$ cat src/rtl/phase_link_pkg.sv
// Shared types for the phase update link: sync marker, {channel, phase} word and decoder states.
package phase_link_pkg;

    localparam logic [7:0] SYNC_BYTE_DEFAULT = 8'hA5;

    typedef struct packed {
        logic [7:0] channel;
        logic [7:0] phase;
    } phase_word_t;

    typedef enum logic [2:0] {
        ST_IDLE,
        ST_COUNT,
        ST_CHAN,
        ST_PHASE,
        ST_CSUM,
        ST_REPLAY
    } dec_state_t;

endpackage

$ cat src/rtl/phase_frame_decoder_pair_buffer.sv
// Pair store for one frame: single write port, registered read port that holds between reads.
module pair_buffer
    import phase_link_pkg::*;
#(
    parameter int MAX_PAIRS = 64,
    parameter int IDX_W     = (MAX_PAIRS > 1) ? $clog2(MAX_PAIRS) : 1
) (
    input  logic              clk,
    input  logic              rst,
    input  logic              wr_en_i,
    input  logic [IDX_W-1:0]  wr_idx_i,
    input  phase_word_t       wr_data_i,
    input  logic              rd_en_i,
    input  logic [IDX_W-1:0]  rd_idx_i,
    output phase_word_t       rd_data_o
);

    phase_word_t mem_q [MAX_PAIRS];
    phase_word_t rd_data_q;

    always_ff @(posedge clk) begin
        if (wr_en_i) begin
            mem_q[wr_idx_i] <= wr_data_i;
        end
    end

    always_ff @(posedge clk) begin
        if (rst) begin
            rd_data_q <= '0;
        end else if (rd_en_i) begin
            rd_data_q <= mem_q[rd_idx_i];
        end
    end

    assign rd_data_o = rd_data_q;

endmodule

$ cat src/rtl/phase_frame_decoder.sv
// Deframes SYNC,N,(chan,phase)*N[,CSUM] into {chan,phase} strobes; PHASE_FRAME_CSUM_EN buffers and
// replays only checksum-verified frames, otherwise pairs stream out one cycle after their phase byte.
module phase_frame_decoder
    import phase_link_pkg::*;
#(
    parameter int         MAX_PAIRS = 64,
    parameter logic [7:0] SYNC_BYTE = SYNC_BYTE_DEFAULT
) (
    input  logic        clk,
    input  logic        rst,
    input  logic [7:0]  in_byte,
    input  logic        in_valid,
    output logic        in_ready,
    output logic [15:0] phase_data,
    output logic        phase_en,
    output logic        frame_done,
    output logic        frame_err,
    output logic [7:0]  err_count
);

    dec_state_t state_q;
    logic [7:0] n_q;
    logic [7:0] cnt_q;
    logic [7:0] chan_q;
    logic       phase_en_q;
    logic       frame_done_q;
    logic       frame_err_q;
    logic [7:0] err_count_q;
    logic [7:0] err_count_d;
    logic       accept;
    logic       n_bad;
    logic       last_pair;
    logic       err_now;

    assign accept      = in_valid && in_ready;
    assign n_bad       = (in_byte == 8'd0) || (int'(in_byte) > MAX_PAIRS);
    assign last_pair   = ((cnt_q + 8'd1) == n_q);
    assign err_count_d = (err_count_q == 8'hFF) ? err_count_q : err_count_q + 8'd1;

`ifdef PHASE_FRAME_CSUM_EN
    localparam int IDX_W = (MAX_PAIRS > 1) ? $clog2(MAX_PAIRS) : 1;

    logic [7:0]       csum_q;
    logic             csum_ok;
    logic             wr_en;
    logic             rd_en;
    logic [IDX_W-1:0] rd_idx;
    phase_word_t      wr_data;
    phase_word_t      rd_data;

    assign in_ready = !rst && (state_q != ST_REPLAY);
    assign csum_ok  = (in_byte == csum_q);
    assign err_now  = accept && (((state_q == ST_COUNT) && n_bad) ||
                                 ((state_q == ST_CSUM) && !csum_ok));
    assign wr_en    = accept && (state_q == ST_PHASE);
    assign wr_data  = '{channel: chan_q, phase: in_byte};
    // Entry 0 is fetched while the checksum byte is accepted so the first word lands one cycle later.
    assign rd_en    = (accept && (state_q == ST_CSUM) && csum_ok) ||
                      ((state_q == ST_REPLAY) && (cnt_q < n_q));
    assign rd_idx   = (state_q == ST_REPLAY) ? cnt_q[IDX_W-1:0] : '0;

    pair_buffer #(
        .MAX_PAIRS (MAX_PAIRS),
        .IDX_W     (IDX_W)
    ) u_pair_buffer (
        .clk       (clk),
        .rst       (rst),
        .wr_en_i   (wr_en),
        .wr_idx_i  (cnt_q[IDX_W-1:0]),
        .wr_data_i (wr_data),
        .rd_en_i   (rd_en),
        .rd_idx_i  (rd_idx),
        .rd_data_o (rd_data)
    );

    assign phase_data = rd_data;
`else
    logic [15:0] phase_data_q;
    logic        done_pend_q;

    assign in_ready   = !rst;
    assign err_now    = accept && (state_q == ST_COUNT) && n_bad;
    assign phase_data = phase_data_q;
`endif

    always_ff @(posedge clk) begin
        if (rst) begin
            state_q      <= ST_IDLE;
            n_q          <= '0;
            cnt_q        <= '0;
            chan_q       <= '0;
            phase_en_q   <= 1'b0;
            frame_done_q <= 1'b0;
            frame_err_q  <= 1'b0;
            err_count_q  <= '0;
`ifdef PHASE_FRAME_CSUM_EN
            csum_q       <= '0;
`else
            phase_data_q <= '0;
            done_pend_q  <= 1'b0;
`endif
        end else begin
            phase_en_q  <= 1'b0;
            frame_err_q <= err_now;
            if (err_now) begin
                err_count_q <= err_count_d;
            end
`ifdef PHASE_FRAME_CSUM_EN
            frame_done_q <= 1'b0;
`else
            frame_done_q <= done_pend_q;
            done_pend_q  <= 1'b0;
`endif
            case (state_q)
                ST_IDLE: begin
                    if (accept && (in_byte == SYNC_BYTE)) begin
                        state_q <= ST_COUNT;
                    end
                end
                ST_COUNT: begin
                    if (accept) begin
                        if (n_bad) begin
                            state_q <= ST_IDLE;
                        end else begin
                            n_q     <= in_byte;
                            cnt_q   <= '0;
`ifdef PHASE_FRAME_CSUM_EN
                            csum_q  <= in_byte;
`endif
                            state_q <= ST_CHAN;
                        end
                    end
                end
                ST_CHAN: begin
                    if (accept) begin
                        chan_q  <= in_byte;
`ifdef PHASE_FRAME_CSUM_EN
                        csum_q  <= csum_q ^ in_byte;
`endif
                        state_q <= ST_PHASE;
                    end
                end
                ST_PHASE: begin
                    if (accept) begin
                        cnt_q <= cnt_q + 8'd1;
`ifdef PHASE_FRAME_CSUM_EN
                        csum_q  <= csum_q ^ in_byte;
                        state_q <= last_pair ? ST_CSUM : ST_CHAN;
`else
                        phase_data_q <= {chan_q, in_byte};
                        phase_en_q   <= 1'b1;
                        done_pend_q  <= last_pair;
                        state_q      <= last_pair ? ST_IDLE : ST_CHAN;
`endif
                    end
                end
`ifdef PHASE_FRAME_CSUM_EN
                ST_CSUM: begin
                    if (accept) begin
                        if (csum_ok) begin
                            cnt_q      <= 8'd1;
                            phase_en_q <= 1'b1;
                            state_q    <= ST_REPLAY;
                        end else begin
                            state_q    <= ST_IDLE;
                        end
                    end
                end
                ST_REPLAY: begin
                    if (cnt_q < n_q) begin
                        cnt_q      <= cnt_q + 8'd1;
                        phase_en_q <= 1'b1;
                    end else begin
                        frame_done_q <= 1'b1;
                        state_q      <= ST_IDLE;
                    end
                end
`endif
                default: state_q <= ST_IDLE;
            endcase
        end
    end

    assign phase_en   = phase_en_q;
    assign frame_done = frame_done_q;
    assign frame_err  = frame_err_q;
    assign err_count  = err_count_q;

endmodule
$ cat config.mk
export PLATFORM = sky130hd
export DESIGN_NAME = phase_frame_decoder
export DESIGN_NICKNAME = d
export VERILOG_FILES = /design/src/rtl/phase_link_pkg.sv /design/src/rtl/phase_frame_decoder_pair_buffer.sv /design/src/rtl/phase_frame_decoder.sv
export SDC_FILE = /design/constraint.sdc
export NUM_CORES = 1
export LEC_CHECK = 0
export BUFFER_PORTS_ARGS = -buffer_cell sky130_fd_sc_hd__buf_2
export CAP_MARGIN = 5
export CORE_MARGIN = 2
export CORE_UTILIZATION = 55
export CTS_CLUSTER_SIZE = 10
export DETAILED_ROUTE_END_ITERATION = 6
export GPL_ROUTABILITY_DRIVEN = 0
export HOLD_SLACK_MARGIN = 0.06
export PLACE_DENSITY_LB_ADDON = 0.12
export REMOVE_ABC_BUFFERS = 1
export SYNTH_ARGS = -nofsm -noshare
export SYNTH_HDL_FRONTEND = slang
export SYNTH_HIERARCHICAL = 1
export SYNTH_SLANG_ARGS = --single-unit
$ cat constraint.sdc
create_clock -name clk -period 2.1 [get_ports clk]
set_input_delay 0.105 -clock clk [delete_from_list [all_inputs] [get_ports clk]]
set_output_delay 0.105 -clock clk [all_outputs]
set_load 0.01 [all_outputs]
Word level (Yosys, flattened, before mapping)
Index checks and enable logic that the tools add are counted.
{"block": "op_classes", "add_sub_neg": 2, "order_cmp": 1, "n_eq_ne": 11, "mux": 12, "bitwise": 4, "reduce_logical": 17}
{"cell": "8-bit two-way mux", "n": 3}
{"cell": "8-bit by 1-bit adder with 8-bit output, second input constant", "n": 2}
{"cell": "8-bit equality test, second input constant", "n": 2}
{"cell": "8-bit case mux with 2 select lines", "n": 1}
{"cell": "3-bit two-way mux", "n": 4}
{"cell": "3-bit case mux with 4 select lines", "n": 1}
{"cell": "2-bit inequality test, second input constant", "n": 5}
{"cell": "8-bit equality test", "n": 1}
{"cell": "8-bit by 7-bit greater-than comparator with 1-bit output, second input constant", "n": 1}
{"cell": "8-bit logical NOT", "n": 1}
{"cell": "4-bit AND reduction", "n": 2}
{"cell": "3-bit by 2-bit equality test with 1-bit output, second input constant", "n": 2}
{"cell": "2-bit AND reduction", "n": 3}
{"cell": "1-bit logical AND", "n": 4}
{"cell": "2-bit two-way mux", "n": 2}
{"cell": "1-bit NOT", "n": 4}
{"cell": "3-bit by 1-bit equality test with 1-bit output, second input constant", "n": 1}
{"cell": "3-bit logical NOT", "n": 1}
{"cell": "3-bit AND reduction", "n": 1}
{"cell": "3-bit OR reduction", "n": 1}
{"cell": "2-bit nonzero test", "n": 1}
{"cell": "2-bit OR reduction", "n": 1}
{"cell": "1-bit logical NOT", "n": 1}
{"cell": "1-bit logical OR", "n": 1}
{"cell": "1-bit two-way mux", "n": 1}
{"block": "word_totals", "reg_bits": 55, "in_bits": 11, "out_inout_bits": 28}

Longest topological paths before layout
{"block": "logic_depth", "word_depth": 5, "depth_mapped": 7}

Least setup slack after synthesis
OpenSTA, ideal clock, no wires.
{"block": "synth_path", "path_type": "flip-flop to flip-flop", "startpoint": "register cnt_q[0]", "endpoint": "register state_q[1]", "arrival_ns": 1.646, "setup_slack_ns": 0.321, "stages_incl_launch_ff": 7, "path_buffers": 0, "synth_period_minus_slack_ns": 1.779, "path_cell_list": "dfxtp_1 ha_1 xnor2_1 xnor2_1 or4_1 nor3_1 a311oi_1"}
{"block": "synth_between", "elab_chain_len": 5}
{"item": "start: declaration", "line_no": "phase_frame_decoder.sv:23", "rtl": "logic [7:0] cnt_q;"}
{"item": "start signal: assignment", "line_no": "phase_frame_decoder.sv:145", "rtl": "cnt_q <= cnt_q + 8'd1;"}
{"item": "8-bit by 1-bit adder with 8-bit output", "line_no": "phase_frame_decoder.sv:37", "rtl": "assign last_pair = ((cnt_q + 8'd1) == n_q);"}
{"item": "8-bit equality test", "line_no": "phase_frame_decoder.sv:37"}
{"item": "2-bit two-way mux", "line_no": "phase_frame_decoder.sv:153", "rtl": "state_q <= last_pair ? ST_IDLE : ST_CHAN;"}
{"item": "3-bit two-way mux", "line_no": "phase_frame_decoder.sv:144", "rtl": "if (accept) begin"}
{"item": "3-bit case mux with 4 select lines", "line_no": "phase_frame_decoder.sv:114", "rtl": "case (state_q)"}
{"item": "end signal: assignment", "line_no": "phase_frame_decoder.sv:153"}
{"item": "end: declaration", "line_no": "phase_frame_decoder.sv:21", "rtl": "dec_state_t state_q;"}
No other way between the ends. The select of a mux whose other input is x is not followed.
A chain may end at the register's enable or synchronous reset.

Final worst setup path
{"block": "layout_path", "startpoint": "register err_count_q[0] (netlist: err_count[0])", "endpoint": "register err_count_q[5] (netlist: err_count[5])"}
{"block": "layout_between", "elab_chain_len": 3, "word_cells_on_any_way": 4}
{"item": "start: declaration", "line_no": "phase_frame_decoder.sv:28", "rtl": "logic [7:0] err_count_q;"}
{"item": "start signal: assignment", "line_no": "phase_frame_decoder.sv:106", "rtl": "err_count_q <= err_count_d;"}
{"item": "branches (longest 3 deep; another with 8-bit by 1-bit adder with 8-bit output)"}
Parallel ways; which one is timed is not known.

==> impl_metrics.csv <==
group,metric,value,unit
cts,cts.sinks,54,
yosys,ys_top_cells_by_area,"dfxtp_1 (46%), nand2_1 (7.5%), mux2i_1 (7.3%), a21oi_1 (6.4%), nor2_1 (3.2%)",
timing,holdWs,0.0694,ns
setup_path,critPathKind,"register to register",
setup_path,critPathTopFamily,"simple AND/OR/NAND/NOR gates",
status,status,"finished, final reports clean",
setup_path,end_kind,"register",
floorplanning,num_rows,23,
yosys,synth_cell_types,40,
setup_path,path_cells,"ha_1 -> and3_1 -> nand3_1 -> nand4_1 -> or4_1 -> a21oi_1",
timing,rsz0062_at_grt,"false",
timing,maxSlewViolCount,0,
grt,grt.total_usage,0.209,
yosys,synth_cells,270,
cts,cts_tree,"yes",
cells_and_area,multi_input_area,0.00118,mm²
cts,cts_buffers,5,
place,place_ws,0.157,ns
power_and_ir_drop,power_density,624,mW/mm²
setup_path,critPathArrivalTime,2.20,ns
cts,path_clk_slew,0.09,ns
setup_path,critPathLaunchType,"register",
timing,setup-tns-final,0,ns
floorplanning,start_util,0.576,
timing,hold_viol,0,
setup_path,crit_fanout,6,
cells_and_area,final_area,0.00269,mm²
grt,grt_max_degree,47,
yosys,synth.cell_area,0.00234,mm²
floorplanning,dieArea,0.00479,mm²
cts,clock_latency,0.31,ns
yosys,synth_common_cells,"dfxtp_1 (54), nand2_1 (47), a21oi_1 (30)",
power_and_ir_drop,p_leak,1.09,nW
grt,grt_pass1_vias,1759,
grt,antenna_found_initial,0,
timing,fin_crit_sh,0.936,
worst_hold_path,hold_path_depth,3,
drt,drc,0,
power_and_ir_drop,ir_worst_vdd,0.435,mV
cells_and_area,fin_nets,322,
yosys,async_reset_ff_frac,0,
setup_path,rr_startpoint,"err_count[0]",
timing,fin_skew,0.00309,ns
yosys,ys_warn_count,6,
cts,cts_root_buffer,"clkbuf_8",
place,port_buffers,38,
timing,setup_violations,0,
cells_and_area,seqCellArea,0.00108,mm²
yosys,synth_top_flop_cell,"dfxtp_1",
cts,h-tree-depth,2,
cells_and_area,post_route_cells_drive_above_1_share,0.197,
drt,wl,4860,µm
run,drv_cap,0,
cts,clk_path_buf_depth,2,
yosys,synth-edff-count,0,
cells_and_area,antenna-diode-count,0,
setup_path,r2r_slack,0.14,ns
yosys,synth-seq-cells,54,
drt,wl_per_cell,13.5,µm
yosys,yosysMostFrequentCell,"dfxtp_1",
setup_path,ff2ff_path_depth,6,
floorplanning,die_w,69.2,µm
drt,first_pass_iters,4,
drt,vias,1958,
cells_and_area,fill_cells,335,
worst_hold_path,min_to,"phase_data[7]",
drt,first_iter_violations,137,
grt,grt_overflow,0,
timing,slew_headroom,0.653,
place,dp_hpwl,3390,µm
worst_hold_path,min-delay-start,"in_byte[7]",
grt,grt_first_pass_wirelength,8290,µm
drt,vias_per_cell,5.44,
worst_hold_path,hp-class,"input pin to register",
setup_path,slowest_delay,0.52,ns
timing,fin_crit,1.96,ns
drt,ant_nets,0,
yosys,synth.top_cell.area_share,0.462,
yosys,yosysSeqAreaShare,0.462,
timing,setup_slack,0.135,ns
cts,cts_setup_buffers,0,
setup_path,crit_required,2.34,ns
place,placed_cell_area,0.00258,mm²
yosys,synth.avg_cell_area,8.66,µm²
cells_and_area,syn_to_final_growth,15.0,%
floorplanning,die_h,69.2,µm
yosys,yosysTopAreaCell,"dfxtp_1",
setup_path,crit_slowest_cell,"or4_1",
timing,max_freq,509,MHz
power_and_ir_drop,total_power,1.68,mW
setup_path,critical_path_buf_inv_count,0,
floorplanning,design.core.area,0.00406,mm²
timing,tightestPinTransition,0.517,ns
floorplanning,ios,39,
setup_path,timing.rr.end,"err_count[5]",
==> cell usage in the layout (no fill, tap or decap), types with 2 or more instances in the layout <==
| cell | instances |
|---|---|
| nor2b_1 | 2 |
| clkbuf_8 | 6 |
| nand2_1 | 47 |
| and3_1 | 5 |
| xnor2_1 | 8 |
| nand3_1 | 7 |
| ha_1 | 2 |
| nor3_2 | 3 |
| a41oi_1 | 2 |
| o21ai_0 | 14 |
| and2_1 | 2 |
| nand4_1 | 3 |
| buf_4 | 6 |
| mux2i_1 | 17 |
| nor3_1 | 2 |
| dfxtp_1 | 53 |
| a31oi_1 | 4 |
| o31ai_1 | 3 |
| xor2_1 | 6 |
| or4_1 | 3 |
| nor2_1 | 20 |
| buf_2 | 38 |
| or3_1 | 2 |
| inv_1 | 5 |
| a21oi_1 | 30 |
| nor4_1 | 2 |
| and3b_1 | 2 |
==> report_power, final <==
group | leakage (nW) | total, mW | internal [mW] | switching (mW)
combinational | 0.605 | 0.0597 | 0.0193 | 0.0405
clock | 0.0472 | 0.595 | 0.265 | 0.330
sequential | 0.435 | 1.02 | 1.02 | 0.0000901
==> metrics by stage <==
step | util | instances
after global placement | 0.635 | 351
after global routing | 0.663 | 360
after CTS | 0.661 | 360
final | 0.663 | 360
after floorplan | - | 257
after detailed placement | 0.635 | 351
==> sequential cells by signal, indices dropped and copies added (netlist names) <==
register     flops
phase_data      16
phase_en         1
done_pend_q      1
frame_err        1
state_q          2
chan_q           8
n_q              8
frame_done       1
err_count        8
cnt_q            8
==> layer usage <==
| layer | share of wire | vias to the layer above | GRT usage |
|---|---|---|---|
| met5 | 0 | - | 0 |
| met4 | 0.012 | 0 | 0.0588 |
| met3 | 0.050 | 7 | 0.0494 |
| met2 | 0.46 | 50 | 0.325 |
| met1 | 0.47 | 891 | 0.291 |
| li1 | - | 1010 | - |
==> cell type report <==
type                       instances  share of cell area
clock inverter                     2             0.00465
multi-input combinational        197               0.439
inverter                           6             0.00838
clock buffer                       6              0.0307
timing repair buffer              45              0.0912
tap                               50              0.0233
sequential                        54               0.403
==> worst min-delay path: stages <==
cell,delay (ns)
buf_2,0.13
nand2_1,0.06
a21oi_1,0.05
==> how the worst max path moves through the flow <==
stage	startpoint	to	slack (ns)	cells after the start
after global routing	err_count[0]	err_count[5]	0.03	6
after global placement	cnt_q[0]	state_q[1]	0.22	6
after floorplan	cnt_q[0]	state_q[1]	0.32	6
final	err_count[0]	err_count[5]	0.14	6
after detailed placement	cnt_q[0]	state_q[1]	0.16	6
after CTS	cnt_q[0]	state_q[1]	0.13	6
==> kinds of logic after synthesis <==
kind of cell,share of synthesized area
buffers and inverters,0.0348
AOI/OAI and AO/OA,0.134
xor gates and xnor gates,0.0524
muxes,0.0776
and+or+nand+nor,0.228
DFF,0.462
adders and majority gates,0.0107
==> timing repair <==
action / CTS / global route
endpoints found under the setup margin: 0 / 2
resized for setup: 0 / 2
hold buffers: 1 / 0
endpoints found under the hold margin: 1 / 0
(Power assumes the default switching activity.)
